## config.mk

```make
export PLATFORM = sky130hd
export DESIGN_NAME = jogo_sequenciador
export DESIGN_NICKNAME = d
export VERILOG_FILES = /design/src/rtl/jogo_pkg.sv /design/src/rtl/jogo_sequenciador_detector_borda.sv /design/src/rtl/jogo_sequenciador.sv
export SDC_FILE = /design/constraint.sdc
export NUM_CORES = 1
export LEC_CHECK = 0
export CAP_MARGIN = 5
export CORE_ASPECT_RATIO = 1.1
export CORE_MARGIN = 3
export CORE_UTILIZATION = 35
export DETAILED_ROUTE_END_ITERATION = 16
export GPL_TIMING_DRIVEN = 0
export PLACE_DENSITY_LB_ADDON = 0.05
export SLEW_MARGIN = 20
export SYNTH_ARGS = -nofsm -noshare
export SYNTH_HDL_FRONTEND = slang
export SYNTH_HIERARCHICAL = 1
export SYNTH_SLANG_ARGS = --single-unit
export TNS_END_PERCENT = 30
```

## constraint.sdc

```tcl
create_clock -name CLOCK_50 -period 3.2 [get_ports CLOCK_50]
set_input_delay 0.48 -clock CLOCK_50 [delete_from_list [all_inputs] [get_ports CLOCK_50]]
set_output_delay 0.48 -clock CLOCK_50 [all_outputs]
set_load 0.02 [all_outputs]
```

## src/rtl/jogo_pkg.sv

```systemverilog
// Shared definitions for the game sequencer and the entity blocks (nave, fileira).
// Holds the state encoding and the default sizing constants.
package jogo_pkg;

    typedef enum logic [2:0] {
        INICIO       = 3'd0,
        JOGANDO      = 3'd1,
        PAUSADO      = 3'd2,
        VIDA_PERDIDA = 3'd3,
        ONDA_LIMPA   = 3'd4,
        FIM          = 3'd5
    } estado_t;

    localparam int DIV_MV_PADRAO     = 320000;
    localparam int N_INIMIGOS_PADRAO = 5;

endpackage

```

## src/rtl/jogo_sequenciador_detector_borda.sv

```systemverilog
// Two-flop synchronizer followed by a rising-edge detector for one raw button.
// The edge pulse is one cycle wide, however long the button stays pressed.
module detector_borda (
    input  logic clk,
    input  logic rst_n,
    input  logic btn,
    output logic borda
);

    logic sync1_r;
    logic sync2_r;
    logic prev_r;

    // Synchronizer chain plus the delayed copy used for edge detection
    always_ff @(posedge clk or negedge rst_n) begin
        if (!rst_n) begin
            sync1_r <= 1'b0;
            sync2_r <= 1'b0;
            prev_r  <= 1'b0;
        end else begin
            sync1_r <= btn;
            sync2_r <= sync1_r;
            prev_r  <= sync2_r;
        end
    end

    assign borda = sync2_r & ~prev_r;

endmodule

```

## src/rtl/jogo_sequenciador.sv

```systemverilog
// Game sequencer: owns the game FSM, pause/restart control, the enemy movement tick,
// wave number and score.
module jogo_sequenciador
    import jogo_pkg::*;
#(
    parameter int DIV_MV         = DIV_MV_PADRAO,
    parameter int FREEZE_TICKS   = 64,
    parameter int PONTOS_INIMIGO = 10,
    parameter int N_INIMIGOS     = N_INIMIGOS_PADRAO
) (
    input  logic                  CLOCK_50,
    input  logic                  reset,
    input  logic                  btn_start,
    input  logic                  btn_pausa,
    input  logic                  perdeu,
    input  logic [1:0]            vidas,
    input  logic [N_INIMIGOS-1:0] inimigo_vivo,
    output logic                  pausa,
    output logic                  reiniciarJogo,
    output logic                  mv_tick,
    output logic [2:0]            estado,
    output logic [3:0]            onda,
    output logic [15:0]           pontuacao
);

    localparam int CW = (DIV_MV > 1) ? $clog2(DIV_MV) : 1;
    localparam int FW = $clog2(FREEZE_TICKS + 1);
    localparam int KW = $clog2(N_INIMIGOS + 1);

    estado_t               estado_r;
    logic                  pausa_r;
    logic                  reiniciar_r;
    logic                  mv_tick_r;
    logic [3:0]            onda_r;
    logic [15:0]           pont_r;
    logic [CW-1:0]         div_r;
    logic [FW-1:0]         frz_r;
    logic [1:0]            vidas_prev_r;
    logic [N_INIMIGOS-1:0] vivo_prev_r;

    logic                  start_borda_s;
    logic                  pausa_borda_s;
    logic                  tick_raw_s;
    logic                  frz_fim_s;
    logic [KW-1:0]         kills_s;
    logic [31:0]           ganho_s;
    logic [32:0]           soma_s;
    logic [15:0]           pont_soma_s;

    function automatic logic [KW-1:0] popcount(input logic [N_INIMIGOS-1:0] v);
        logic [KW-1:0] c;
        c = '0;
        for (int i = 0; i < N_INIMIGOS; i++) begin
            c = c + KW'(v[i]);
        end
        return c;
    endfunction

    detector_borda u_borda_start (
        .clk   (CLOCK_50),
        .rst_n (reset),
        .btn   (btn_start),
        .borda (start_borda_s)
    );

    detector_borda u_borda_pausa (
        .clk   (CLOCK_50),
        .rst_n (reset),
        .btn   (btn_pausa),
        .borda (pausa_borda_s)
    );

    assign tick_raw_s = (div_r == CW'(DIV_MV - 1));
    assign frz_fim_s  = tick_raw_s && (frz_r == FW'(FREEZE_TICKS - 1));

    // Kill score for this cycle: enemies that were alive last cycle and are dead now
    always_comb begin
        kills_s = popcount(vivo_prev_r & ~inimigo_vivo);
        ganho_s = 32'(kills_s) * 32'(PONTOS_INIMIGO);
        soma_s  = {17'd0, pont_r} + {1'b0, ganho_s};
        if (soma_s > 33'h0_0000_FFFF) begin
            pont_soma_s = 16'hFFFF;
        end else begin
            pont_soma_s = soma_s[15:0];
        end
    end

    // Free-running movement divider; wraps once every DIV_MV cycles
    always_ff @(posedge CLOCK_50 or negedge reset) begin
        if (!reset) begin
            div_r <= '0;
        end else if (tick_raw_s) begin
            div_r <= '0;
        end else begin
            div_r <= div_r + CW'(1);
        end
    end

    // Game FSM with registered outputs, history registers and freeze counter
    always_ff @(posedge CLOCK_50 or negedge reset) begin
        if (!reset) begin
            estado_r     <= INICIO;
            pausa_r      <= 1'b1;
            reiniciar_r  <= 1'b0;
            mv_tick_r    <= 1'b0;
            onda_r       <= 4'd0;
            pont_r       <= 16'd0;
            frz_r        <= '0;
            vidas_prev_r <= 2'd0;
            vivo_prev_r  <= '0;
        end else begin
            vivo_prev_r  <= inimigo_vivo;
            vidas_prev_r <= vidas;
            pausa_r      <= (estado_r != JOGANDO);
            mv_tick_r    <= tick_raw_s && (estado_r == JOGANDO);
            reiniciar_r  <= 1'b0;
            case (estado_r)
                INICIO, FIM: begin
                    if (start_borda_s) begin
                        reiniciar_r <= 1'b1;
                        onda_r      <= 4'd1;
                        pont_r      <= 16'd0;
                        estado_r    <= JOGANDO;
                    end
                end
                JOGANDO: begin
                    // Kills are banked even when the cycle also leaves JOGANDO
                    pont_r <= pont_soma_s;
                    if (perdeu) begin
                        estado_r <= FIM;
                    end else if (vidas < vidas_prev_r) begin
                        frz_r    <= '0;
                        estado_r <= VIDA_PERDIDA;
                    end else if (inimigo_vivo == '0) begin
                        frz_r    <= '0;
                        estado_r <= ONDA_LIMPA;
                    end else if (pausa_borda_s) begin
                        estado_r <= PAUSADO;
                    end
                end
                PAUSADO: begin
                    if (pausa_borda_s) begin
                        estado_r <= JOGANDO;
                    end
                end
                VIDA_PERDIDA: begin
                    if (perdeu) begin
                        estado_r <= FIM;
                    end else if (frz_fim_s) begin
                        estado_r <= JOGANDO;
                    end else if (tick_raw_s) begin
                        frz_r <= frz_r + FW'(1);
                    end
                end
                ONDA_LIMPA: begin
                    if (frz_fim_s) begin
                        reiniciar_r <= 1'b1;
                        onda_r      <= (onda_r == 4'd15) ? 4'd15 : onda_r + 4'd1;
                        estado_r    <= JOGANDO;
                    end else if (tick_raw_s) begin
                        frz_r <= frz_r + FW'(1);
                    end
                end
                default: begin
                    estado_r <= INICIO;
                end
            endcase
        end
    end

    assign estado        = estado_r;
    assign pausa         = pausa_r;
    assign reiniciarJogo = reiniciar_r;
    assign mv_tick       = mv_tick_r;
    assign onda          = onda_r;
    assign pontuacao     = pont_r;

endmodule

```

==> impl_metrics.env <==
export IMPL_hold_viol=0
export IMPL_yosysSeqAreaShare=0.459
export IMPL_run_status="finished, violations left"
export IMPL_port_buffers=37
export IMPL_slew_headroom=0.285
export IMPL_drv_slew=0
export IMPL_final_layout_size_suffix_gt1_frac=0.167
export IMPL_drt_pass1_iterations=4
export IMPL_crit_required_ns=3.42
export IMPL_grt_pass1_vias=2895
export IMPL_grt_max_degree=52
export IMPL_design_area_sq_um=4600
export IMPL_ant_nets=0
export IMPL_synth_top_cell_area_share=0.452
export IMPL_dp_hpwl_um=6020
export IMPL_reg2regPathDepth=12
export IMPL_yosys_warnings=6
export IMPL_async_flop_share=1.00
export IMPL_cts_tree="built"
export IMPL_synth_top_area_cell="dfrtp_1"
export IMPL_drv_cap=0
export IMPL_fp_row_count=37
export IMPL_violations="setup timing"
export IMPL_worst_pin_slew_ns=1.06
export IMPL_core_area_sq_um=9630
export IMPL_postSynthNetCount=385
export IMPL_dr_first_iter_drc_count=145
export IMPL_grt_total_usage=0.159
export IMPL_power_mw=2.97
export IMPL_die_area_sq_um=11400
export IMPL_ioPinCount=38
export IMPL_numCtsBuffers=9
export IMPL_yosysUniqueCellTypes=59
export IMPL_diodes=0
export IMPL_wirelength_um=8320
export IMPL_synth_edf_count=0
export IMPL_syn2layout_area_growth_pct=29.7
export IMPL_start_util=0.368
export IMPL_leakage_nw=1.91
export IMPL_fin_crit_sh=1.06
export IMPL_cts_root_buf="clkbuf_8"
export IMPL_syn_inst=355
export IMPL_grt_overflow_total=0
export IMPL_die_y_um=112
export IMPL_avgRoutedWirePerCell_um=15.6
export IMPL_hold_class="reg2reg"
export IMPL_cts_clk_slew_worst_paths_ns=0.08
export IMPL_avgSynthCellArea_sq_um=9.98
export IMPL_final_setup_viol_count=7
export IMPL_layout_min_cycle_time_ns=3.38
export IMPL_max_clock_freq_mhz=296
export IMPL_ys_flop_type="dfrtp_1"
export IMPL_syn_cell_area_sq_um=3540
export IMPL_clockBufferDepth=2
export IMPL_grt_pass1_wl_um=14500
export IMPL_synthTopCellsByArea="dfrtp_1, ha_1, nor2_1, xor2_1, nand2_1"
export IMPL_ys_ff_latch=65
export IMPL_cts_max_level=3
export IMPL_grt_antenna_before_repair=0
export IMPL_synthTopCellsByCount="dfrtp_1, nor2_1, nand2_1, a21oi_1, inv_1"
export IMPL_worst_slack_ns=-0.176
export IMPL_worstPathMaxFanout=4
export IMPL_p_per_area_nw_per_um2=645
export IMPL_place_area_sq_um=4180
export IMPL_critPathLaunchType="primary input"
export IMPL_fin_skew_ns=0.0140
export IMPL_crit_arrival_ns=3.60
export IMPL_whs_path_depth=0
export IMPL_ir_drop_mv=0.235
export IMPL_drc=0
export IMPL_clock_latency_ns=0.34
export IMPL_cp_end_kind="flip-flop"
export IMPL_gp_congestion=0.798
export IMPL_fin_nets=443
export IMPL_vias_per_cell=5.31
export IMPL_grt_setup_unrepaired="true"
export IMPL_path_class="in2reg"
export IMPL_clock_sinks=65
export IMPL_via_count=2843
export IMPL_die_width_um=102
export IMPL_synth_most_common_cell="dfrtp_1"
==> registers in the layout, indices dropped and copies added (netlist names) <==
register,count
onda,4
u_borda_start/sync2_r,1
vidas_prev_r,2
div_r,19
u_borda_start/sync1_r,1
u_borda_pausa/sync2_r,1
pontuacao,16
u_borda_start/prev_r,1
mv_tick,1
frz_r,7
u_borda_pausa/sync1_r,1
pausa,1
vivo_prev_r,5
u_borda_pausa/prev_r,1
estado,3
reiniciarJogo,1
==> worst paths after layout <==
| check | start | endpoint | slack (ns) |
|---|---|---|---|
| hold reg to reg | u_borda_pausa/sync1_r | u_borda_pausa/sync2_r | 0.35 |
| min in group asynchronous | reset | pontuacao[2] | 0.55 |
| setup / recovery | inimigo_vivo[3] | pontuacao[13] | -0.18 |
| setup reg to reg | vivo_prev_r[3] | pontuacao[13] | -0.17 |
| hold / removal | u_borda_pausa/sync1_r | u_borda_pausa/sync2_r | 0.35 |
| max in group asynchronous | reset | pausa | 2.08 |
==> report_power, final <==
group | internal (mW) | leakage (nW) | switching (mW) | total, mW
Sequential | 0.920 | 0.839 | 0.105 | 1.02
Combinational | 0.513 | 0.967 | 0.628 | 1.14
Clock | 0.445 | 0.106 | 0.355 | 0.800
==> metrics by stage <==
step | setup WS (ns) | hold WS [ns] | utilization | instances | TNS (ns)
final | -0.176 | 0.355 | 0.477 | 535 | -0.798
after global routing | -0.310 | 0.374 | 0.477 | 535 | -2.97
after CTS | -0.213 | 0.359 | 0.471 | 533 | -1.02
after detailed placement | -0.906 | 0.339 | 0.434 | 510 | -12.19
after global placement | -0.906 | 0.335 | 0.431 | 509 | -54.82
after floorplan | -0.0671 | 0.184 | - | 355 | -0.0671
==> metal layers <==
layer,share of wire,GRT usage,vias up
li1,-,-,1419
met1,0.48,0.215,1383
met2,0.49,0.259,36
met3,0.025,0.0338,5
met4,0.0073,0.0376,0
met5,0,0,-
==> placed cells by master (no fill, tap or decap), drive strengths merged, types with 4 or more instances in the layout <==
| cell | netlist | routed |
|---|---|---|
| a21o | 5 | 5 |
| a21oi | 16 | 16 |
| a31oi | 8 | 8 |
| a32oi | 5 | 5 |
| and2 | 9 | 9 |
| and3 | 4 | 4 |
| buf | 1 | 11 |
| clkbuf | 7 | 16 |
| clkdlybuf4s50 | 0 | 33 |
| dfrtp | 64 | 64 |
| ha | 15 | 15 |
| inv | 16 | 18 |
| nand2 | 25 | 25 |
| nand2b | 5 | 5 |
| nand3 | 15 | 15 |
| nand4 | 9 | 9 |
| nor2 | 28 | 28 |
| nor2b | 13 | 13 |
| nor3 | 14 | 14 |
| nor4 | 4 | 4 |
| o21a | 4 | 4 |
| o21ai | 10 | 10 |
| o31ai | 4 | 4 |
| or2 | 4 | 4 |
| xnor2 | 9 | 9 |
| xor2 | 12 | 12 |
==> critical path, cell delays in order <==
cell           delay, ns
dlygate4sd2_1       0.28
nor2b_4             0.06
fa_1                0.53
inv_1               0.05
fa_2                0.52
inv_2               0.05
ha_4                0.28
ha_4                0.20
nor2b_4             0.12
o211ai_1            0.37
a21oi_2             0.13
a32o_1              0.27
a311o_1             0.26
==> final cells by class <==
type,instances,area [sq um]
multi-input cells,266,2040
flip-flops and latches,65,1630
clock inverters,7,101
fillers,930,5030
inverters,16,60.1
plain buffers,8,31.3
clock buffers,9,124
repair buffers,47,465
well taps,117,146
==> kinds of logic (layout without fill, tap and decap cells) <==
logic type / after synthesis / in the layout / share of synthesized area
mux: 3 / 3 / 0.00847
compound gates: 78 / 78 / 0.153
flops: 65 / 65 / 0.459
xor+xnor: 21 / 21 / 0.0519
fa+ha+maj: 19 / 19 / 0.0727
buf+inv: 24 / 87 / 0.0258
simple gates: 145 / 145 / 0.229
==> what timing repair did <==
action                                  4_1_cts  5_1_grt
hold buffers                                  1        0
gates resized for setup                      17        9
pin swaps                                    11        2
endpoints found under the hold margin        14        0
endpoints found under the setup margin       16       16
buffers inserted                              6        2
Power figures use the tool's default switching activity.
